===== config.mk =====
export PLATFORM = sky130hd
export DESIGN_NAME = timing_seq
export DESIGN_NICKNAME = d
export VERILOG_FILES = /design/src/rtl/timing_pkg.sv /design/src/rtl/timing_seq_edge.sv /design/src/rtl/timing_seq.sv
export SDC_FILE = /design/constraint.sdc
export NUM_CORES = 1
export LEC_CHECK = 0
export BUFFER_PORTS_ARGS = -buffer_cell sky130_fd_sc_hd__buf_2
export CAP_MARGIN = 30
export CORE_MARGIN = 2
export CORE_UTILIZATION = 40
export DETAILED_ROUTE_END_ITERATION = 16
export PLACE_DENSITY = 0.62
export SYNTH_ARGS = -nofsm -noshare
export SYNTH_HDL_FRONTEND = slang
export SYNTH_HIERARCHICAL = 1
export SYNTH_SLANG_ARGS = --single-unit
export TNS_END_PERCENT = 50

===== constraint.sdc =====
create_clock -name clk -period 5.1 [get_ports clk]
set_input_delay 0.255 -clock clk [delete_from_list [all_inputs] [get_ports clk]]
set_output_delay 0.255 -clock clk [all_outputs]
set_load 0.01 [all_outputs]

===== src/rtl/timing_pkg.sv =====
// Shared definitions for the bus timing sequencer: state encoding, default
// tick counts and small elaboration-time helpers.
package timing_pkg;

    typedef enum logic [2:0] {
        IDLE    = 3'd0,
        SETUP   = 3'd1,
        MSYN    = 3'd2,
        DESKEW  = 3'd3,
        RELEASE = 3'd4,
        HOLD    = 3'd5
    } state_t;

    localparam int DEF_SETUP_TICKS   = 8;
    localparam int DEF_DESKEW_TICKS  = 4;
    localparam int DEF_HOLD_TICKS    = 2;
    localparam int DEF_TIMEOUT_TICKS = 500;
    localparam int CNT_W             = 10;

    // Counter value seen on the edge that completes a wait of 'ticks' cycles.
    function automatic logic [CNT_W-1:0] last_tick(input int ticks);
        return (ticks > 0) ? CNT_W'(ticks - 1) : '0;
    endfunction

    function automatic int max_int(input int a, input int b);
        return (a > b) ? a : b;
    endfunction

endpackage


===== src/rtl/timing_seq_edge.sv =====
// Start rising-edge detector; edges are ignored for the first two cycles
// after reset release so a start held high across reset cannot fire.
module seq_edge (
    input  logic clk,
    input  logic reset,
    input  logic start,
    output logic pulse
);

    logic       start_q;
    logic [1:0] init_cnt;

    always_ff @(posedge clk or posedge reset) begin
        if (reset) begin
            start_q  <= 1'b0;
            init_cnt <= 2'd0;
        end else begin
            start_q <= start;
            if (init_cnt != 2'd2)
                init_cnt <= init_cnt + 2'd1;
        end
    end

    assign pulse = start & ~start_q & (init_cnt == 2'd2);

endmodule


===== src/rtl/timing_seq.sv =====
// Master-side bus cycle sequencer (address setup, msyn/ssyn handshake, deskew,
// hold). Define TIMING_SEQ_TIMEOUT_EN to abort on a missing slave response.
module timing_seq
    import timing_pkg::*;
#(
    parameter int SETUP_TICKS   = DEF_SETUP_TICKS,
    parameter int DESKEW_TICKS  = DEF_DESKEW_TICKS,
    parameter int HOLD_TICKS    = DEF_HOLD_TICKS,
    parameter int TIMEOUT_TICKS = DEF_TIMEOUT_TICKS
) (
    input  logic clk,
    input  logic reset,
    input  logic start,
    input  logic dati,
    input  logic ssyn,
    output logic ale,
    output logic data_oe,
    output logic msyn,
    output logic latch,
    output logic busy,
    output logic done,
    output logic err
);

    localparam logic [CNT_W-1:0] SETUP_LAST  = last_tick(SETUP_TICKS);
    localparam logic [CNT_W-1:0] DESKEW_LAST = last_tick(DESKEW_TICKS);
    localparam logic [CNT_W-1:0] HOLD_LAST   = last_tick(HOLD_TICKS);
    localparam int CNT_MAX = max_int(max_int(SETUP_TICKS, DESKEW_TICKS),
                                     max_int(HOLD_TICKS, TIMEOUT_TICKS));
    // Counter parks at the longest wait so a long stall never wraps it.
    localparam logic [CNT_W-1:0] CNT_SAT = (CNT_MAX >= (1 << CNT_W)) ?
                                           {CNT_W{1'b1}} : CNT_W'(CNT_MAX);

    state_t           state, state_d;
    logic [CNT_W-1:0] cnt, cnt_d;
    logic             ssyn_m, ssyn_s;
    logic             start_edge;
    logic             rd, rd_d;
    logic             ale_d, oe_d, msyn_d, latch_d, busy_d, done_d;

`ifdef TIMING_SEQ_TIMEOUT_EN
    localparam logic [CNT_W-1:0] TIMEOUT_LAST = last_tick(TIMEOUT_TICKS);
    logic err_d;
`endif

    always_ff @(posedge clk or posedge reset) begin
        if (reset) begin
            ssyn_m <= 1'b0;
            ssyn_s <= 1'b0;
        end else begin
            ssyn_m <= ssyn;
            ssyn_s <= ssyn_m;
        end
    end

    seq_edge u_edge (
        .clk   (clk),
        .reset (reset),
        .start (start),
        .pulse (start_edge)
    );

    always_comb begin
        state_d = state;
        rd_d    = rd;
        ale_d   = ale;
        oe_d    = data_oe;
        msyn_d  = msyn;
        busy_d  = busy;
        latch_d = 1'b0;
        done_d  = 1'b0;
`ifdef TIMING_SEQ_TIMEOUT_EN
        err_d   = 1'b0;
`endif
        case (state)
            IDLE: begin
                if (start_edge) begin
                    state_d = SETUP;
                    rd_d    = dati;
                    ale_d   = 1'b1;
                    oe_d    = ~dati;
                    busy_d  = 1'b1;
                end
            end
            SETUP: begin
                // A slave still holding ssyn from a previous cycle stalls us here.
                if (cnt >= SETUP_LAST && !ssyn_s) begin
                    state_d = MSYN;
                    msyn_d  = 1'b1;
                end
            end
            MSYN: begin
                if (ssyn_s)
                    state_d = DESKEW;
`ifdef TIMING_SEQ_TIMEOUT_EN
                else if (cnt >= TIMEOUT_LAST) begin
                    state_d = IDLE;
                    rd_d    = 1'b0;
                    ale_d   = 1'b0;
                    oe_d    = 1'b0;
                    msyn_d  = 1'b0;
                    busy_d  = 1'b0;
                    err_d   = 1'b1;
                end
`endif
            end
            DESKEW: begin
                if (cnt >= DESKEW_LAST) begin
                    state_d = RELEASE;
                    msyn_d  = 1'b0;
                    latch_d = rd;
                end
            end
            RELEASE: begin
                if (!ssyn_s)
                    state_d = HOLD;
`ifdef TIMING_SEQ_TIMEOUT_EN
                else if (cnt >= TIMEOUT_LAST) begin
                    state_d = IDLE;
                    rd_d    = 1'b0;
                    ale_d   = 1'b0;
                    oe_d    = 1'b0;
                    msyn_d  = 1'b0;
                    busy_d  = 1'b0;
                    err_d   = 1'b1;
                end
`endif
            end
            HOLD: begin
                if (cnt >= HOLD_LAST) begin
                    state_d = IDLE;
                    rd_d    = 1'b0;
                    ale_d   = 1'b0;
                    oe_d    = 1'b0;
                    busy_d  = 1'b0;
                    done_d  = 1'b1;
                end
            end
            default: state_d = IDLE;
        endcase
    end

    always_comb begin
        cnt_d = cnt;
        if (state_d != state)
            cnt_d = '0;
        else if (cnt != CNT_SAT)
            cnt_d = cnt + 1'b1;
    end

    always_ff @(posedge clk or posedge reset) begin
        if (reset) begin
            state   <= IDLE;
            cnt     <= '0;
            rd      <= 1'b0;
            ale     <= 1'b0;
            data_oe <= 1'b0;
            msyn    <= 1'b0;
            latch   <= 1'b0;
            busy    <= 1'b0;
            done    <= 1'b0;
        end else begin
            state   <= state_d;
            cnt     <= cnt_d;
            rd      <= rd_d;
            ale     <= ale_d;
            data_oe <= oe_d;
            msyn    <= msyn_d;
            latch   <= latch_d;
            busy    <= busy_d;
            done    <= done_d;
        end
    end

`ifdef TIMING_SEQ_TIMEOUT_EN
    always_ff @(posedge clk or posedge reset) begin
        if (reset)
            err <= 1'b0;
        else
            err <= err_d;
    end
`else
    assign err = 1'b0;
`endif

endmodule


### After elaboration in Yosys (flattened, before gate mapping)

Index checks and enable logic that the tools add are counted.

| operators by class | value |
|---|---|
| $add $sub $neg | 2 |
| order comparisons | 3 |
| equality and inequality tests | 13 |
| mux-type cells | 23 |
| bitwise gates (word level) | 4 |
| reduce and logical (&&, ||, !) cells | 8 |

Operators by type and width:

| operator | count |
|---|---|
| $mux 10 | 2 |
| $mux 3 | 6 |
| $pmux 3 s6 | 1 |
| $add 10x1->10 const B | 1 |
| $ge 10x1->1 const B | 1 |
| $ge 10x2->1 const B | 1 |
| $ge 10x3->1 const B | 1 |
| $mux 1 | 10 |
| $ne 10x9->1 const B | 1 |
| $ne 2x2->1 const B | 5 |
| $pmux 1 s2 | 4 |
| $eq 3x2->1 const B | 2 |
| $eq 3x3->1 const B | 2 |
| $reduce_and 3->1 | 2 |
| $reduce_bool 2->1 | 3 |
| $eq 3x1->1 const B | 1 |
| $logic_not 3->1 | 1 |
| $ne 3x3->1 | 1 |
| $add 2x1->2 const B | 1 |
| $and 1x1->1 | 2 |
| $eq 2x2->1 const B | 1 |
| $not 1->1 | 2 |
| $logic_and 1x1->1 | 1 |
| $logic_not 1->1 | 1 |

| word-level totals | value |
|---|---|
| register bits after elaboration | 24 |
| bits of input ports | 5 |
| output and inout bits | 7 |
| word-level logic and storage cells | 65 |

### Logic depth before layout (Yosys ltp)

| depth | value |
|---|---|
| word-level depth | 7 |
| depth in mapped cells | 8 |
| depth with buffers taken out | 8 |

### Modules after synthesis

Netlist, hierarchy kept.

By module, submodules not included:

| module | times used | cells each | area each (µm²) | seq. area each (µm²) |
|---|---|---|---|---|
| timing_seq | 1 | 116 | 1,153.6 | 525.5 |
| seq_edge | 1 | 11 | 125.1 | 75.1 |

### Least setup slack after synthesis

OpenSTA, ideal clock, no wires.

| path | value |
|---|---|
| path kind | register -> register |
| from | reg cnt[6] |
| to | reg cnt[2] |
| setup time | 107 ps |
| data arrival time | 2,100 ps |
| data required time | 4,993 ps |
| path slack | 2,893 ps |
| cell stages (with the launch flop) | 7 |
| path buffers | 2 |
| clock period less this slack | 2,207 ps |
| cell sequence | dfrtp_1 or4_1 buf_2 or3_4 a32o_1 buf_6 a2111oi_4 |

| between the ends | value |
|---|---|
| longest elaborated chain between the ends | 6 |

RTL lines:

| element | line | source |
|---|---|---|
| start, declared | timing_seq.sv:35 | `logic [CNT_W-1:0] cnt, cnt_d;` |
| start signal, assigned | timing_seq.sv:164 | `cnt <= cnt_d;` |
| $ge 10x3->1 | timing_seq.sv:87 | `if (cnt >= SETUP_LAST && !ssyn_s) begin` |
| $logic_and 1x1->1 | timing_seq.sv:87 |  |
| $mux 3 | timing_seq.sv:87 |  |
| $pmux 3 s6 | timing_seq.sv:75 | `case (state)` |
| $ne 3x3->1 | timing_seq.sv:145 | `if (state_d != state)` |
| $mux 10 or $reduce_bool 2->1 (tied branches) | -- |  |

Several ways; a longest one is shown, not always the timed one.
A chain may end at the register's enable or synchronous reset.

### Worst setup path in the final report

Same ends and word-level chain as after synthesis.

==> results.sh <==
export IMPL_num_vias=927
export IMPL_syn_nets=137
export IMPL_worstMarginPinSlew_ns=0.9202
export IMPL_finalWorstSetupSlack_ns=2.729
export IMPL_hold_ws_ns=0.02431
export IMPL_vdd_ir_drop_worst_v=0.0002307
export IMPL_synthTopCellsByCount="dfrtp_1 (24), nor3_1 (11), nand2_1 (9), inv_1 (8)"
export IMPL_io_pins=12
export IMPL_hold_viol=0
export IMPL_fmax_mhz=421.7
export IMPL_p_switching_mw=0.2741
export IMPL_synthDistinctLibCells=42
export IMPL_die_area_um2=3665
export IMPL_routed_wl_um=2291
export IMPL_start_util_pct=41.89
export IMPL_ant_nets=0
export IMPL_final_cell_area_um2=1400
export IMPL_synth_seq_cells=24
export IMPL_netlist_area_um2=1279
export IMPL_maxCapViolations=0
export IMPL_hpwlAfterDp_um=1649
export IMPL_total_power_mw=0.7093
export IMPL_end_kind="register"
export IMPL_worstHoldPathType="in -> reg"
export IMPL_power_frac_comb_pct=37.3
export IMPL_switching_share_pct=38.64
export IMPL_stdcell_count=178
export IMPL_avgViaCountPerCell=5.208
export IMPL_ys_warn_count=6
export IMPL_port_buffers=10
export IMPL_synthMostInstantiatedCell="dfrtp_1"
export IMPL_startpoint_type="register"
export IMPL_clock_sinks=24
export IMPL_root_buffer="clkbuf_4"
export IMPL_grt_max_degree=22
export IMPL_grt_pass1_vias=873
export IMPL_async_flop_share_pct=100.0
export IMPL_first_iter_violations=52
export IMPL_synth_top_cell_by_area="dfrtp_1"
export IMPL_place_inst=173
export IMPL_grt_use_met2_pct=22.98
export IMPL_synth_area_leaders="dfrtp_1 (47%), ha_1 (4.9%), nor3_1 (4.3%)"
export IMPL_pre_cts_ws_ns=2.760
export IMPL_min_period_over_period_pct=46.49
export IMPL_finalCriticalPeriod_ns=2.371
export IMPL_maxSlewViolCount=0
export IMPL_rows=20
export IMPL_pwr_share_seq_pct=42.9
export IMPL_p_int_mw=0.4352
export IMPL_htree_levels=1
export IMPL_grt_use_met1_pct=19.52
export IMPL_placed_area_um2=1338
export IMPL_diodes=0
export IMPL_area_delta_synth_final_pct=9.491
export IMPL_antenna_found_initial=0
export IMPL_setup_viol=0
export IMPL_yosysSeqAreaShare_pct=46.97
export IMPL_synth_ff_type="dfrtp_1"
export IMPL_cp_required_ns=5.33
export IMPL_clock_path_buffers=2
export IMPL_synth_edf_count=0
export IMPL_status="complete, no violations"
export IMPL_cts_tree="built"
export IMPL_skew_ns=0.001117
export IMPL_grt_use_met3_pct=3.198
export IMPL_post_drt_wl_per_cell_um=12.87
export IMPL_postSynthCellCount=127
export IMPL_power_share_clock_pct=19.8
export IMPL_crit_fanout=10
export IMPL_grt_total_usage_pct=14.50
export IMPL_finalNetCount=145
export IMPL_p_leak_nw=0.6712
export IMPL_gp_congestion=0.7720
export IMPL_die_h_um=60.54
export IMPL_yosys_area_top_type_share_pct=46.97
export IMPL_fin_util_pct=45.86
export IMPL_grt_busiest_layer="met2"
export IMPL_drc=0
export IMPL_cts_clk_slew_worst_paths_ns=0.14
export IMPL_core_area_um2=3053
export IMPL_worstSkewPairLatency_ns=0.32
export IMPL_cts_made_buffers=3
export IMPL_grt_pass1_wl_um=3912
export IMPL_critPathKind="reg -> reg"
export IMPL_drive_gt1_share_pct=11.94
export IMPL_arrival_ns=2.60
export IMPL_post_cts_resized=0
export IMPL_powerDensity_nw_per_um2=506.6
export IMPL_rsz0062_at_grt="no"
export IMPL_cpPeakStageDelay_ns=0.64
export IMPL_worst_path_max_delay_cell="or4_1"
export IMPL_drtPass1Iterations=4
export IMPL_avgSynthCellArea_um2=10.07
export IMPL_crit_chain="or4_1, o31ai_1, o211ai_1, a2111oi_4"
export IMPL_tns_ns=0
export IMPL_relSlewSlack_pct=38.39
export IMPL_die_x_um=60.54
export IMPL_overflow=0
## repair_timing
item                                    in CTS  in global routing
endpoints found under the setup margin       0                  0
setup buffers                                0                  0
hold endpoints to repair                     3                  0
hold buffers                                 1                  0
## flip-flops by register name, summed over array words and instances (netlist names)
register         count
latch                1
u_edge/init_cnt      2
u_edge/start_q       1
ssyn_s               1
msyn                 1
ssyn_m               1
rd                   1
data_oe              1
cnt                 10
done                 1
busy                 1
state                3
## power by group through the flow
| stage | Sequential, mW | Combinational [mW] | Clock, mW |
|---|---|---|---|
| global placement | 0.304 | 0.265 | 0 |
| detailed placement | 0.306 | 0.268 | 0 |
| CTS | 0.303 | 0.269 | 0.142 |
| finish | 0.304 | 0.265 | 0.140 |
| floorplan | 0.275 | 0.244 | 0 |
| global route | 0.313 | 0.302 | 0.150 |
## worst max-delay path, delay by kind of cell, from the launching register on
family          cells  cell delay [ns]
simple gates        1             0.64
compound gates      3             1.21
flops               1             0.43
## area by class of cell
class                   count  area (um2)
repair buffers             11       60.06
multi-input cells          87       601.8
flip-flops and latches     24       600.6
inverters                   8       30.03
clock inverters             1       30.03
clock buffers               3       22.52
fillers                   304        1653
well taps                  44       55.05
## cell families after synthesis
family	synth area share, %
DFF	46.97
other	0.2933
muxes	1.566
adders and majority gates	4.892
AOI/OAI and AO/OA	12.82
buffers and inverters	5.968
and+or+nand+nor	22.02
xor gates and xnor gates	5.480
## placed cells by master (no fill, tap or decap), types with 2 or more instances in the layout
| master | instances |
|---|---|
| nand2_1 | 9 |
| nor2b_1 | 3 |
| and3_1 | 3 |
| mux2i_1 | 2 |
| xnor2_1 | 3 |
| o21ai_0 | 3 |
| o211ai_1 | 2 |
| nand2b_1 | 3 |
| xor2_1 | 5 |
| clkbuf_4 | 3 |
| nand3_1 | 6 |
| nor2_1 | 6 |
| dfrtp_1 | 24 |
| nor3_1 | 11 |
| ha_1 | 5 |
| inv_1 | 8 |
| buf_2 | 10 |
| o22ai_1 | 3 |
| or4_1 | 2 |
## path summary, 6_finish.rpt
path / end / cells past startpoint / start / slack [ns]
setup / recovery: cnt[2] / 4 / cnt[6] / 2.73
hold / removal: ssyn_m / 1 / ssyn / 0.02
hold reg to reg: ssyn_s / 0 / ssyn_m / 0.37
setup reg to reg: cnt[2] / 4 / cnt[6] / 2.73
min in group asynchronous: u_edge/init_cnt[1] / 3 / reset / 0.32
max in group asynchronous: cnt[3] / 3 / reset / 3.99
## metal layers
layer  part of all wire (%)  vias to the layer above
met5                      0                        -
met3                    3.5                        5
met4                    1.7                        0
met2                     47                       19
li1                       -                      460
met1                     48                      443
No activity file was read; power rests on OpenSTA's default activity.
